File: config.mk
export PLATFORM = sky130hd
export DESIGN_NAME = lm_sm_sequencer
export DESIGN_NICKNAME = d
export VERILOG_FILES = /design/src/rtl/lmsm_pkg.sv /design/src/rtl/lmsm_prienc.sv /design/src/rtl/lm_sm_sequencer.sv
export SDC_FILE = /design/constraint.sdc
export NUM_CORES = 1
export LEC_CHECK = 0
export CORE_AREA = 3 3 77 79
export CTS_CLUSTER_SIZE = 8
export DETAILED_ROUTE_END_ITERATION = 6
export DIE_AREA = 0 0 80 82
export PLACE_DENSITY = 0.82
export SYNTH_ARGS = -nofsm -noshare
export SYNTH_HDL_FRONTEND = slang
export SYNTH_SLANG_ARGS = --single-unit
export TNS_END_PERCENT = 5
File: constraint.sdc
create_clock -name clk -period 2.05 [get_ports clk]
set_input_delay 0.3075 -clock clk [delete_from_list [all_inputs] [get_ports clk]]
set_output_delay 0.3075 -clock clk [all_outputs]
set_load 0.01 [all_outputs]
File: src/rtl/lmsm_pkg.sv
// Shared types and default widths for the LM/SM memory-stage sequencer.
package lmsm_pkg;

  localparam int DATA_W    = 16;
  localparam int ADDR_W    = 16;
  localparam int NREGS     = 8;
  localparam int IDX_W     = 3;
  localparam int MEM_DEPTH = 256;

  typedef enum logic [1:0] {
    ST_IDLE = 2'd0,
    ST_RUN  = 2'd1,
    ST_DONE = 2'd2
  } state_e;

endpackage

File: src/rtl/lmsm_prienc.sv
// Lowest-set-bit priority encoder over the remaining register mask.
// last is high when exactly one bit is set (the transfer being issued is the final one).
module lmsm_prienc
  import lmsm_pkg::*;
#(
  parameter int W  = NREGS,
  parameter int IW = IDX_W
) (
  input  logic [W-1:0]  mask,
  output logic [IW-1:0] idx,
  output logic          last
);

  // Scanning downwards lets the lowest set bit overwrite any higher one.
  always_comb begin
    idx = '0;
    for (int i = W - 1; i >= 0; i--) begin
      if (mask[i]) idx = IW'(i);
    end
  end

  assign last = (mask != '0) && ((mask & (mask - W'(1))) == '0);

endmodule

File: src/rtl/lm_sm_sequencer.sv
// LM/SM sequencer: one data-memory transfer per cycle, walking the register mask low to high.
// Optional LMSM_ADDR_CHECK_EN suppresses transfers at or above MEM_DEPTH and sets a sticky err.
module lm_sm_sequencer
  import lmsm_pkg::*;
#(
  parameter int DATA_W    = lmsm_pkg::DATA_W,
  parameter int ADDR_W    = lmsm_pkg::ADDR_W,
  parameter int NREGS     = lmsm_pkg::NREGS,
  parameter int MEM_DEPTH = lmsm_pkg::MEM_DEPTH
) (
  input  logic              clk,
  input  logic              reset,
  input  logic              start,
  input  logic              is_store,
  input  logic [ADDR_W-1:0] base_addr,
  input  logic [NREGS-1:0]  reg_mask,
  output logic [ADDR_W-1:0] mem_addr,
  output logic [DATA_W-1:0] mem_wdata,
  output logic              mem_write_n,
  input  logic [DATA_W-1:0] mem_rdata,
  output logic [IDX_W-1:0]  rf_rd_idx,
  input  logic [DATA_W-1:0] rf_rd_data,
  output logic              rf_wr_en,
  output logic [IDX_W-1:0]  rf_wr_idx,
  output logic [DATA_W-1:0] rf_wr_data,
  output logic              busy,
  output logic              done,
  output logic              err,
  output state_e            dbg_state
);

  // Handshake: start is a single-cycle request honoured only in IDLE; busy covers RUN and DONE,
  // and done pulses for exactly the one DONE cycle. No back-pressure from memory or the RF.

  state_e             state_q, state_d;
  logic               is_store_q, is_store_d;
  logic [ADDR_W-1:0]  cur_addr_q, cur_addr_d;
  logic [NREGS-1:0]   rem_mask_q, rem_mask_d;
  logic [IDX_W-1:0]   idx;
  logic               last;
  logic               xfer_ok;
  logic               err_d;

  lmsm_prienc #(
    .W  (NREGS),
    .IW (IDX_W)
  ) u_prienc (
    .mask (rem_mask_q),
    .idx  (idx),
    .last (last)
  );

`ifdef LMSM_ADDR_CHECK_EN
  localparam logic [ADDR_W:0] DEPTH_LIM = (ADDR_W + 1)'(MEM_DEPTH);
  logic err_q;

  assign xfer_ok = ({1'b0, cur_addr_q} < DEPTH_LIM);
  assign err     = err_q;
`else
  assign xfer_ok = 1'b1;
  assign err     = 1'b0;
`endif

  always_comb begin
    state_d     = state_q;
    is_store_d  = is_store_q;
    cur_addr_d  = cur_addr_q;
    rem_mask_d  = rem_mask_q;
    err_d       = err;
    mem_addr    = '0;
    mem_wdata   = '0;
    mem_write_n = 1'b1;
    rf_rd_idx   = '0;
    rf_wr_en    = 1'b0;
    rf_wr_idx   = '0;
    rf_wr_data  = '0;

    unique case (state_q)
      ST_IDLE: begin
        if (start) begin
          is_store_d = is_store;
          cur_addr_d = base_addr;
          rem_mask_d = reg_mask;
          state_d    = (reg_mask != '0) ? ST_RUN : ST_DONE;
        end
      end

      ST_RUN: begin
        mem_addr = cur_addr_q;
        if (is_store_q) begin
          rf_rd_idx   = idx;
          mem_wdata   = rf_rd_data;
          mem_write_n = ~xfer_ok;
        end else begin
          rf_wr_en   = xfer_ok;
          rf_wr_idx  = idx;
          rf_wr_data = mem_rdata;
        end
        // A suppressed transfer still consumes its mask bit and advances the address.
        rem_mask_d = rem_mask_q & (rem_mask_q - NREGS'(1));
        cur_addr_d = cur_addr_q + ADDR_W'(1);
        err_d      = err | ~xfer_ok;
        if (last) state_d = ST_DONE;
      end

      ST_DONE: state_d = ST_IDLE;

      default: state_d = ST_IDLE;
    endcase
  end

  always_ff @(posedge clk or posedge reset) begin
    if (reset) begin
      state_q    <= ST_IDLE;
      is_store_q <= 1'b0;
      cur_addr_q <= '0;
      rem_mask_q <= '0;
`ifdef LMSM_ADDR_CHECK_EN
      err_q      <= 1'b0;
`endif
    end else begin
      state_q    <= state_d;
      is_store_q <= is_store_d;
      cur_addr_q <= cur_addr_d;
      rem_mask_q <= rem_mask_d;
`ifdef LMSM_ADDR_CHECK_EN
      err_q      <= err_d;
`endif
    end
  end

  assign busy      = (state_q != ST_IDLE);
  assign done      = (state_q == ST_DONE);
  assign dbg_state = state_q;

endmodule

==> results.py, run 1 <==
metrics = {
    "worst_setup_path": {
        "cp-end-kind": "primary output",
        "critPathArrivalTime_ns": 1.90,
        "crit_fanout": 5,
        "required_ns": 1.74,
        "startpoint_type": "register",
        "path_class": "register to primary output",
    },
    "grt": {
        "grt_overflow": 0,
        "grt_usage": 0.228,
        "grt_max_degree": 33,
        "grt_pass1_wl_mm": 11.8,
        "grt_pass1_vias": 2410,
        "grt_antenna_before_repair": 0,
    },
    "floorplanning": {
        "die_area_mm2": 0.00656,
        "row_count": 27,
        "core_area_mm2": 0.00541,
        "initial_utilization": 0.373,
        "fp.dieH_um": 82,
        "die_w_um": 80,
        "ioPinCount": 121,
    },
    "clock_tree": {
        "hold_buffers": 0,
        "cts.path.max_buffers": 2,
        "path_clk_slew_ns": 0.10,
        "cts_tree": "yes",
        "cts_sinks": 27,
        "cts_made_buffers": 3,
        "clock_latency_ns": 0.28,
        "htreeDepth": 1,
        "root_buffer": "clkbuf_8",
    },
    "job": {
        "cap_violations": 0,
    },
    "synth": {
        "seq_area_frac_synth": 0.335,
        "syn_avg_cell_area_um2": 7.36,
        "ys_warn_count": 0,
        "synth_common_cells": "and3_1 (32), dfrtp_1 (27), a21oi_1 (24), nor2_1 (24), nand2_1 (23)",
        "async_reset_ff_frac": 1.00,
        "synth_most_common_cell": "and3_1",
        "synth_edf_count": 0,
        "synth_area_mm2": 0.00202,
        "synth_cell_type_count": 45,
        "synth_nets": 335,
        "syn_inst": 274,
        "synth_top_area_cell": "dfrtp_1",
        "synth_top_area_share": 0.335,
        "ys_seq_elements": 27,
        "synthFlopType": "dfrtp_1",
        "synth_area_leaders": "dfrtp_1 (34%), and3_1 (9.9%), a21oi_1 (6.0%)",
    },
    "timing": {
        "hold_viol_final": 0,
        "rsz0062_at_grt": "true",
        "finalWorstSetupSlack_ns": -0.156,
        "skew_ns": 0.00732,
        "layout_min_cycle_time_ns": 2.21,
        "timing.final.max_slew_violations": 0,
        "finalSetupViolCount": 7,
        "clock.fmax_mhz": 453,
        "setup_tns_ns": -0.263,
        "final.period_utilization": 1.08,
    },
    "route": {
        "ant_nets": 0,
        "drc": 0,
        "routed_wl_mm": 7.78,
        "num_vias": 2550,
        "vias_per_cell": 5.38,
        "dr.pass1.iters": 4,
        "wl_per_cell_um": 16.4,
        "drtIter0Drc": 235,
    },
    "placed_design": {
        "portBuffers": 119,
        "pre_cts_slack_ns": -0.0786,
        "routabilityCongestion": 0.872,
        "hpwl_mm": 5.89,
        "dp.cells": 468,
    },
    "pwr": {
        "peakVddDrop_uv": 695,
        "p_leak_nw": 1.84,
        "powerDensity_mw_per_mm2": 1380,
    },
    "status": {
        "violations": "negative setup slack",
        "run_status": "finished with violations",
    },
    "cells_and_area": {
        "nFillCells": 462,
        "antenna_cells": 0,
        "area_growth_pct": 74.6,
        "final-instance-count-excl-fill": 474,
        "drive_above_1_share": 0.104,
        "nets": 464,
        "seqCellArea_um2": 679,
        "multi_input_area_mm2": 0.00124,
        "final_core_util": 0.651,
    },
    "worst_hold_path": {
        "hp-class": "input pin to asynchronous set/reset pin",
    },
}
registers in the layout, indices dropped and copies added, names as in the netlist:
register    flops
cur_addr_q     16
dbg_state       2
is_store_q      1
rem_mask_q      8
path summary, 6_finish.rpt:
| path | from | endpoint | slack, ns | depth (start not counted) |
|---|---|---|---|---|
| min in group clk | cur_addr_q[8] | cur_addr_q[8] | 0.52 | 1 |
| worst min-delay path | reset | cur_addr_q[6] | 0.39 | 3 |
| worst max register to register | rem_mask_q[3] | dbg_state[0] | 0.08 | 5 |
| worst max-delay path | rem_mask_q[7] | rf_rd_idx[0] | -0.16 | 6 |
| worst min register to register | cur_addr_q[8] | cur_addr_q[8] | 0.52 | 1 |
| max in group asynchronous | reset | rem_mask_q[4] | 1.37 | 3 |
worst max-delay path, cell delays in order, from the launching register on:
cell	delay (ns)
dfrtp_1	0.44
nor2b_2	0.18
o21ai_0	0.15
a21oi_1	0.09
o21bai_1	0.23
nor2_1	0.06
clkdlybuf4s50_1	0.48
area by class of cell:
cell class | instances | area share
repair buffers | 145 | 0.405
multi-input cells | 216 | 0.352
flip-flops and latches | 27 | 0.193
well taps | 72 | 0.0256
clock buffers | 3 | 0.0117
inverters | 10 | 0.0107
clock inverters | 1 | 0.00142
per-layer routing:
metal / wire (um) / vias up / share of wire / track usage
li1: - / 1236 / - / -
met1: 3310 / 1216 / 0.43 / 0.324
met2: 3910 / 89 / 0.50 / 0.354
met3: 473 / 9 / 0.061 / 0.0351
met4: 85 / 0 / 0.011 / 0.0693
met5: 0 / - / 0 / 0
cells by family (layout without fill, tap and decap cells):
group | count (synthesis) | after routing | synth area share
buf+inv | 31 | 159 | 0.0602
fa+ha+maj | 2 | 2 | 0.0112
other cells | 1 | 1 | 0.00186
xor+xnor | 1 | 1 | 0.00435
simple gates | 139 | 139 | 0.364
compound gates | 73 | 73 | 0.223
flops | 27 | 27 | 0.335
repair_timing:
item,CTS,global route
endpoints found under the setup margin,51,37
gates cloned,0,0
setup buffers,1,1
resized for setup,34,30
report_power, final:
| group | internal, mW | switching [mW] | total, mW |
|---|---|---|---|
| registers | 0.779 | 0.309 | 1.09 |
| clock network | 0.137 | 0.179 | 0.316 |
| logic | 1.73 | 1.71 | 3.44 |
cell usage in the layout, fill, tap and decap left out, types with 5 or more instances in the layout:
cell,netlist,layout
dfrtp_1,27,24
nor2_1,24,22
o22ai_1,5,5
nand4_1,5,5
buf_4,1,22
nor3_1,5,5
o21ai_0,21,21
clkdlybuf4s50_1,0,76
nand3_1,14,14
dlygate4sd2_1,0,20
inv_1,9,9
nand2_1,23,23
a21oi_1,24,24
and3_1,32,32
and2_1,18,18
dlymetal6s2s_1,0,18
per-stage QoR:
step / hold WS, ns / power [mW] / instance area (um^2)
final: 0.390 / 4.85 / 3520
after global routing: 0.438 / 5.23 / 3520
after CTS: 0.412 / 4.79 / 3440
after detailed placement: 0.503 / 4.53 / 3410
after global placement: 0.504 / 4.45 / 3410
after floorplan: 0.360 / 2.78 / 2020
No activity file was read; power rests on OpenSTA's default activity.
==> inputs of run 2 (changes only) <==
--- a/config.mk
+++ b/config.mk
@@ -6,7 +6,6 @@
 export NUM_CORES = 1
 export LEC_CHECK = 0
 export CORE_AREA = 3 3 77 79
-export CTS_CLUSTER_SIZE = 8
 export DETAILED_ROUTE_END_ITERATION = 6
 export DIE_AREA = 0 0 80 82
 export PLACE_DENSITY = 0.82
==> results of run 2 <==
The final DEF is identical to that of run 1; final timing and power are the same.
